### config.mk
export PLATFORM = sky130hd
export DESIGN_NAME = mc_bus_tx
export DESIGN_NICKNAME = d
export VERILOG_FILES = /design/src/rtl/mc_bus_pkg.sv /design/src/rtl/mc_tx_skid_fifo.sv /design/src/rtl/mc_bus_tx.sv
export SDC_FILE = /design/constraint.sdc
export NUM_CORES = 1
export LEC_CHECK = 0
export ABC_AREA = 1
export CAP_MARGIN = 20
export CELL_PAD_IN_SITES_DETAIL_PLACEMENT = 2
export CELL_PAD_IN_SITES_GLOBAL_PLACEMENT = 2
export CORE_MARGIN = 2
export CORE_UTILIZATION = 36
export DETAILED_ROUTE_END_ITERATION = 16
export DONT_BUFFER_PORTS = 1
export PLACE_DENSITY_LB_ADDON = 0.05
export SYNTH_ARGS = -nofsm -noshare
export SYNTH_HDL_FRONTEND = slang
export SYNTH_SLANG_ARGS = --single-unit
### constraint.sdc
create_clock -name clk -period 2.85 [get_ports clk]
set_input_delay 0.285 -clock clk [delete_from_list [all_inputs] [get_ports clk]]
set_output_delay 0.285 -clock clk [all_outputs]
set_load 0.005 [all_outputs]
### src/rtl/mc_bus_pkg.sv
// Shared definitions for the PE-array multicast bus: transmitter states,
// skid depth and the ID/length widths also used by the receiving routers.
package mc_bus_pkg;

   typedef enum logic [1:0] {
      IDLE  = 2'd0,
      FETCH = 2'd1,
      DRAIN = 2'd2,
      DONE  = 2'd3
   } mc_tx_state_e;

   localparam int MC_TX_SKID_DEPTH = 2;
   localparam int MC_BUS_ID_W      = 8;
   localparam int MC_BUS_LEN_W     = 8;

endpackage

### src/rtl/mc_tx_skid_fifo.sv
// Two-entry skid FIFO between the 1-cycle SRAM read port and the bus.
// Storage is not reset; only pointers and occupancy are.
module mc_tx_skid_fifo
   import mc_bus_pkg::*;
#(
   parameter int DATA_WIDTH = 16
) (
   input  logic                  clk,
   input  logic                  rst_n,
   input  logic                  push,
   input  logic [DATA_WIDTH-1:0] push_data,
   input  logic                  pop,
   output logic [DATA_WIDTH-1:0] head,
   output logic [1:0]            count
);

   logic [DATA_WIDTH-1:0] slot_q [MC_TX_SKID_DEPTH];
   logic [DATA_WIDTH-1:0] slot_d [MC_TX_SKID_DEPTH];
   logic                  wr_ptr_q, wr_ptr_d;
   logic                  rd_ptr_q, rd_ptr_d;
   logic [1:0]            count_q, count_d;

   always_comb begin
      slot_d   = slot_q;
      wr_ptr_d = wr_ptr_q;
      rd_ptr_d = rd_ptr_q;
      if (push) begin
         slot_d[wr_ptr_q] = push_data;
         wr_ptr_d         = ~wr_ptr_q;
      end
      if (pop) begin
         rd_ptr_d = ~rd_ptr_q;
      end
      count_d = count_q + {1'b0, push} - {1'b0, pop};
   end

   always_ff @(posedge clk) begin
      if (!rst_n) begin
         wr_ptr_q <= 1'b0;
         rd_ptr_q <= 1'b0;
         count_q  <= 2'd0;
      end else begin
         wr_ptr_q <= wr_ptr_d;
         rd_ptr_q <= rd_ptr_d;
         count_q  <= count_d;
      end
   end

   always_ff @(posedge clk) begin
      slot_q <= slot_d;
   end

   assign head  = slot_q[rd_ptr_q];
   assign count = count_q;

endmodule

### src/rtl/mc_bus_tx.sv
// Multicast bus transmitter: streams cmd_len SRAM words onto a PE column bus
// tagged with cmd_id. Define MC_BUS_TX_STRIDE_EN to add a cmd_stride input.
module mc_bus_tx
   import mc_bus_pkg::*;
#(
   parameter int DATA_WIDTH = 16,
   parameter int ID_WIDTH   = MC_BUS_ID_W,
   parameter int ADDR_WIDTH = 8,
   parameter int LEN_WIDTH  = MC_BUS_LEN_W
) (
   input  logic                  clk,
   input  logic                  rst_n,
   input  logic                  cmd_valid,
   output logic                  cmd_ready,
   input  logic [ID_WIDTH-1:0]   cmd_id,
   input  logic [ADDR_WIDTH-1:0] cmd_base,
   input  logic [LEN_WIDTH-1:0]  cmd_len,
`ifdef MC_BUS_TX_STRIDE_EN
   input  logic [ADDR_WIDTH-1:0] cmd_stride,
`endif
   output logic                  mem_rd_en,
   output logic [ADDR_WIDTH-1:0] mem_rd_addr,
   input  logic [DATA_WIDTH-1:0] mem_rd_data,
   input  logic                  bus_ready,
   output logic                  bus_valid,
   output logic [DATA_WIDTH-1:0] bus_data,
   output logic [ID_WIDTH-1:0]   bus_id,
   output logic                  busy,
   output logic                  done
);

   mc_tx_state_e          state_q, state_d;
   logic [LEN_WIDTH-1:0]  rd_cnt_q, rd_cnt_d;
   logic [LEN_WIDTH-1:0]  tx_cnt_q, tx_cnt_d;
   logic [ADDR_WIDTH-1:0] addr_q, addr_d;
   logic [ID_WIDTH-1:0]   id_q, id_d;
   logic                  inflight_q, inflight_d;
   logic [ADDR_WIDTH-1:0] step;
   logic [1:0]            fifo_count;
   logic [DATA_WIDTH-1:0] fifo_head;
   logic                  pop;
   logic                  rd_en;
   logic [2:0]            occ_after;

`ifdef MC_BUS_TX_STRIDE_EN
   logic [ADDR_WIDTH-1:0] stride_q, stride_d;
   assign step = stride_q;
`else
   assign step = ADDR_WIDTH'(1);
`endif

   assign bus_valid = (fifo_count != 2'd0);
   assign pop       = bus_valid & bus_ready;

   // Occupancy after this cycle's pop lets a read overlap the pop, sustaining one word per cycle.
   assign occ_after = {1'b0, fifo_count} + {2'b00, inflight_q} - {2'b00, pop};
   assign rd_en     = (state_q == FETCH) && (rd_cnt_q != '0)
                      && (occ_after < 3'(MC_TX_SKID_DEPTH));

   always_comb begin
      state_d    = state_q;
      rd_cnt_d   = rd_cnt_q;
      tx_cnt_d   = tx_cnt_q;
      addr_d     = addr_q;
      id_d       = id_q;
      inflight_d = rd_en;
`ifdef MC_BUS_TX_STRIDE_EN
      stride_d   = stride_q;
`endif
      if (pop) begin
         tx_cnt_d = tx_cnt_q - LEN_WIDTH'(1);
      end
      case (state_q)
         IDLE: begin
            if (cmd_valid) begin
               id_d     = cmd_id;
               addr_d   = cmd_base;
               rd_cnt_d = cmd_len;
               tx_cnt_d = cmd_len;
`ifdef MC_BUS_TX_STRIDE_EN
               stride_d = cmd_stride;
`endif
               state_d  = (cmd_len == '0) ? DONE : FETCH;
            end
         end
         FETCH: begin
            if (rd_en) begin
               addr_d   = addr_q + step;
               rd_cnt_d = rd_cnt_q - LEN_WIDTH'(1);
               if (rd_cnt_q == LEN_WIDTH'(1)) begin
                  state_d = DRAIN;
               end
            end
         end
         DRAIN: begin
            // Leave on the final pop so done follows the last beat directly.
            if ((tx_cnt_q == '0) || ((tx_cnt_q == LEN_WIDTH'(1)) && pop)) begin
               state_d = DONE;
            end
         end
         DONE: begin
            state_d = IDLE;
         end
         default: begin
            state_d = IDLE;
         end
      endcase
   end

   always_ff @(posedge clk) begin
      if (!rst_n) begin
         state_q    <= IDLE;
         rd_cnt_q   <= '0;
         tx_cnt_q   <= '0;
         addr_q     <= '0;
         id_q       <= '0;
         inflight_q <= 1'b0;
`ifdef MC_BUS_TX_STRIDE_EN
         stride_q   <= '0;
`endif
      end else begin
         state_q    <= state_d;
         rd_cnt_q   <= rd_cnt_d;
         tx_cnt_q   <= tx_cnt_d;
         addr_q     <= addr_d;
         id_q       <= id_d;
         inflight_q <= inflight_d;
`ifdef MC_BUS_TX_STRIDE_EN
         stride_q   <= stride_d;
`endif
      end
   end

   mc_tx_skid_fifo #(
      .DATA_WIDTH(DATA_WIDTH)
   ) u_skid (
      .clk      (clk),
      .rst_n    (rst_n),
      .push     (inflight_q),
      .push_data(mem_rd_data),
      .pop      (pop),
      .head     (fifo_head),
      .count    (fifo_count)
   );

   assign cmd_ready   = (state_q == IDLE);
   assign busy        = (state_q != IDLE);
   assign done        = (state_q == DONE);
   assign mem_rd_en   = rd_en;
   assign mem_rd_addr = addr_q;
   assign bus_id      = id_q;
   assign bus_data    = bus_valid ? fifo_head : '0;

endmodule

==> summary.md <==
| Metric | Value |
|---|---|
| Largest family of logic cells by synthesized area | `simple AND/OR/NAND/NOR gates` |
| CTS tree | `built` |
| Initial cell density of the core | `a little under two fifths` |
| Post-Synthesis Net Count | `500` |
| Setup TNS | `0 ns` |
| Adder-cell share of the synthesized area | `4.547%` |
| Synth Area in XOR/XNOR | `0.5052%` |
| CP Class | `reg2out` |
| R2r setup slk | `0.30 ns` |
| Die height | `102.1 um` |
| Overflow after GRT | `0` |
| Ys flop type | `dfxtp_1` |
| Maximum VDD drop | `0.0004678 V` |
| Initial DRT Pass Iterations | `4` |
| # DRC | `0` |
| Fmax | `0.3866 GHz` |
| Clock latency on the worst-skew pair | `~0.37 ns` |
| Hold Violations, Final | `0` |
| Hold Startpoint | `rst_n` |
| Die width | `102.1 um` |
| CP arrival | `2.30 ns` |
| Final non-filler cell total | `595` |
| Ranking of synthesized cells by area | `edfxtp_1 (28%), dfxtp_1 (23%), nand2_1 (13%)` |
| Maxcap violations | `0` |
| Crit share post-route | `around nine tenths` |
| Sequential share of the synthesized area | `50.23%` |
| Post-synthesis cell type count | `28` |
| Total GRT Usage | `19.54%` |
| DRT iter0 DRCs | `69` |
| Post-synth EDFFs | `32` |
| R2R cell count | `14` |
| Register bit total from synthesis | `about 70` |
| Via count | `3,000` |
| Via density | `5.042` |
| Vias in the first global route | `3,157` |
| Synth Instances | `444` |
| Initial antenna violation count | `0` |
| Worst Hold Depth | `2` |
| Fin Clk Skew | `around 0.015 ns` |
| Post-Synth Simple-Gate Area | `25.33%` |
| Worst EP required | `around 2.6 ns` |
| Share of cells above drive strength 1 | `between 7 and 8%` |
| Die area | `about 10,000 um^2` |
| Compound-Gate Fraction of Synth Area | `11.76%` |
| Row cnt | `35` |
| Sink Count | `71` |
| DP Wirelength | `about 6900 um` |
| Post-route ant nets | `0` |
| Max-slew violations | `0` |
| Clock Tree Buf Depth | `2` |
| First-pass GRT wire length | `15,570 um` |
| HP Class | `in2reg` |
| Total CTS buffers | `9` |
| Fraction of registers with async set/reset | `0%` |
| Crit end category | `output port` |
| Minimum clock period | `2.587 ns` |
| Routed length per instance | `16.47 um` |
| Core Area | `9284 um^2` |
| R2R Path End | `rd_cnt_q[4]` |
| Hold endpoint | `u_skid.count[1]` |
| Yosys top cell by area | `edfxtp_1` |
| H-tree depth | `3` |
| Share of the synthesized area in the top cell type | `between 20% and 30%` |
| PortBufs | `0` |
| Leakage | `0.001669 uW` |
| Commonest non-fill, non-tap cell in the layout | `nand2_1` |
| Slew @ Worst Pin | `about 0.68 ns` |
| Leading cell types in the layout, fill and taps excluded | `nand2_1 (121), nor2_1 (58), inv_1 (46), o21ai_0 (40), dfxtp_1 (38)` |
| Worst-path clk slew | `0.09 ns` |
| Routed Wire Length | `9801 um` |
| # setup viols final | `0` |
| Worst reg2reg path startpoint | `u_skid.count[1]` |
| Syn-to-layout area delta | `14.18%` |
| RSZ-0062 raised after global routing | `false` |
| Largest net degree at the start of global routing | `28` |
| Final #Nets | `517` |
| Status | `finished, final reports clean` |
| Rel. slew slack | `roughly 55%` |
| Syn. warnings | `0` |
| Mean post-synth cell area | `7.809 um^2` |
| P per Cell Area | `1124 nW/um^2` |
| Mapped Area | `3467 um^2` |
| RePlAce Congestion | `0.7484` |
| Ant diodes | `0` |
| I/O pin count | `81` |
| CP max FO | `7` |
| Inst Count DP | `562` |
| Post-synthesis mux area share | `0%` |
| Startpoint class of the critical path | `flop` |
| Root Driver | `clkbuf_8` |
## per-layer routing
layer	wire length (um)	part of all wire [%]	global-route usage [%]	up-vias
li1	-	-	-	1464
met1	4417	45	24.58	1456
met2	4722	48	32.74	65
met3	489	5.0	5.814	15
met4	172	1.8	5.436	0
met5	0	0	0	-
## registers in the layout (all words and copies together) (netlist names)
name	cells
bus_id	8
inflight_q	1
mem_rd_addr	8
rd_cnt_q	8
state_q	2
tx_cnt_q	8
u_skid.count	2
u_skid.rd_ptr_q	1
u_skid.slot_q	32
u_skid.wr_ptr_q	1
## timing repair
action	4_1_cts	5_1_grt
endpoints found under the hold margin	27	5
endpoints found under the setup margin	0	3
hold buffers	14	3
resized for setup	0	3
setup buffers	0	0
## cell type report
cell class	instances	area [um^2]
Fill cell	1075	5325
Sequential cell	71	1743
Multi-Input combinational cell	309	1461
Timing Repair Buffer	22	207.7
Inverter	48	187.7
Tap cell	129	161.4
Clock buffer	9	123.9
Clock inverter	7	73.82
## how the worst max path moves through the flow
stage,slack (ns),cells after the start,start,end
floorplan,0.52,16,u_skid.count[1],rd_cnt_q[4]
global placement,0.40,15,u_skid.count[1],rd_cnt_q[2]
detailed placement,0.26,15,u_skid.count[1],rd_cnt_q[2]
CTS,0.19,11,u_skid.count[1],mem_rd_en
global route,0.05,15,u_skid.count[1],rd_cnt_q[2]
finish,0.26,11,u_skid.count[1],mem_rd_en
## where the power goes
| part | switching, uW | internal [uW] |
|---|---|---|
| Combinational | 1420 | 634 |
| Clock | 483 | 346 |
| Sequential | 212 | 1350 |
| Total | 2110 | 2330 |
## cell usage after synthesis, types with 4 or more instances
master,instances
ha_1,11
clkbuf_1,7
o21ai_0,40
nand2_1,121
nand3_1,19
buf_2,5
inv_1,46
nor2_1,58
edfxtp_1,32
a21oi_1,34
dfxtp_1,39
nor3_1,4
nand2_2,4
## worst max-delay path, stage by stage, from the launching register on
cell and delay, ns:
dfxtp_2 0.35, nor2_2 0.14, nor2_4 0.07, nand2_1 0.10
o21ai_0 0.10, ha_1 0.20, fa_1 0.46, inv_1 0.08
nand2_1 0.05, nor2_1 0.15, nand2_2 0.12, inv_1 0.11
## through the flow
stage	utilization, %	setup slack, ns	hold WS [ns]	total power [uW]	cell area, um^2
4_1_cts	42.25	0.1912	0.002970	4508	3923
3_3_place_gp	38.61	0.3954	0.3839	3540	3585
3_5_place_dp	38.61	0.2619	0.3840	3643	3585
2_1_floorplan	-	0.5191	0.3839	3118	3467
6_report	42.64	0.2632	0.02317	4450	3959
5_1_grt	42.64	0.04750	0.008529	4933	3959
## cells by family after synthesis
logic type                 Yosys count
AOI/OAI and AO/OA                   80
xor gates and xnor gates             2
adders and majority gates           12
buffers and inverters               64
DFF                                 71
and+or+nand+nor                    215
No activity file was read; power rests on OpenSTA's default activity.
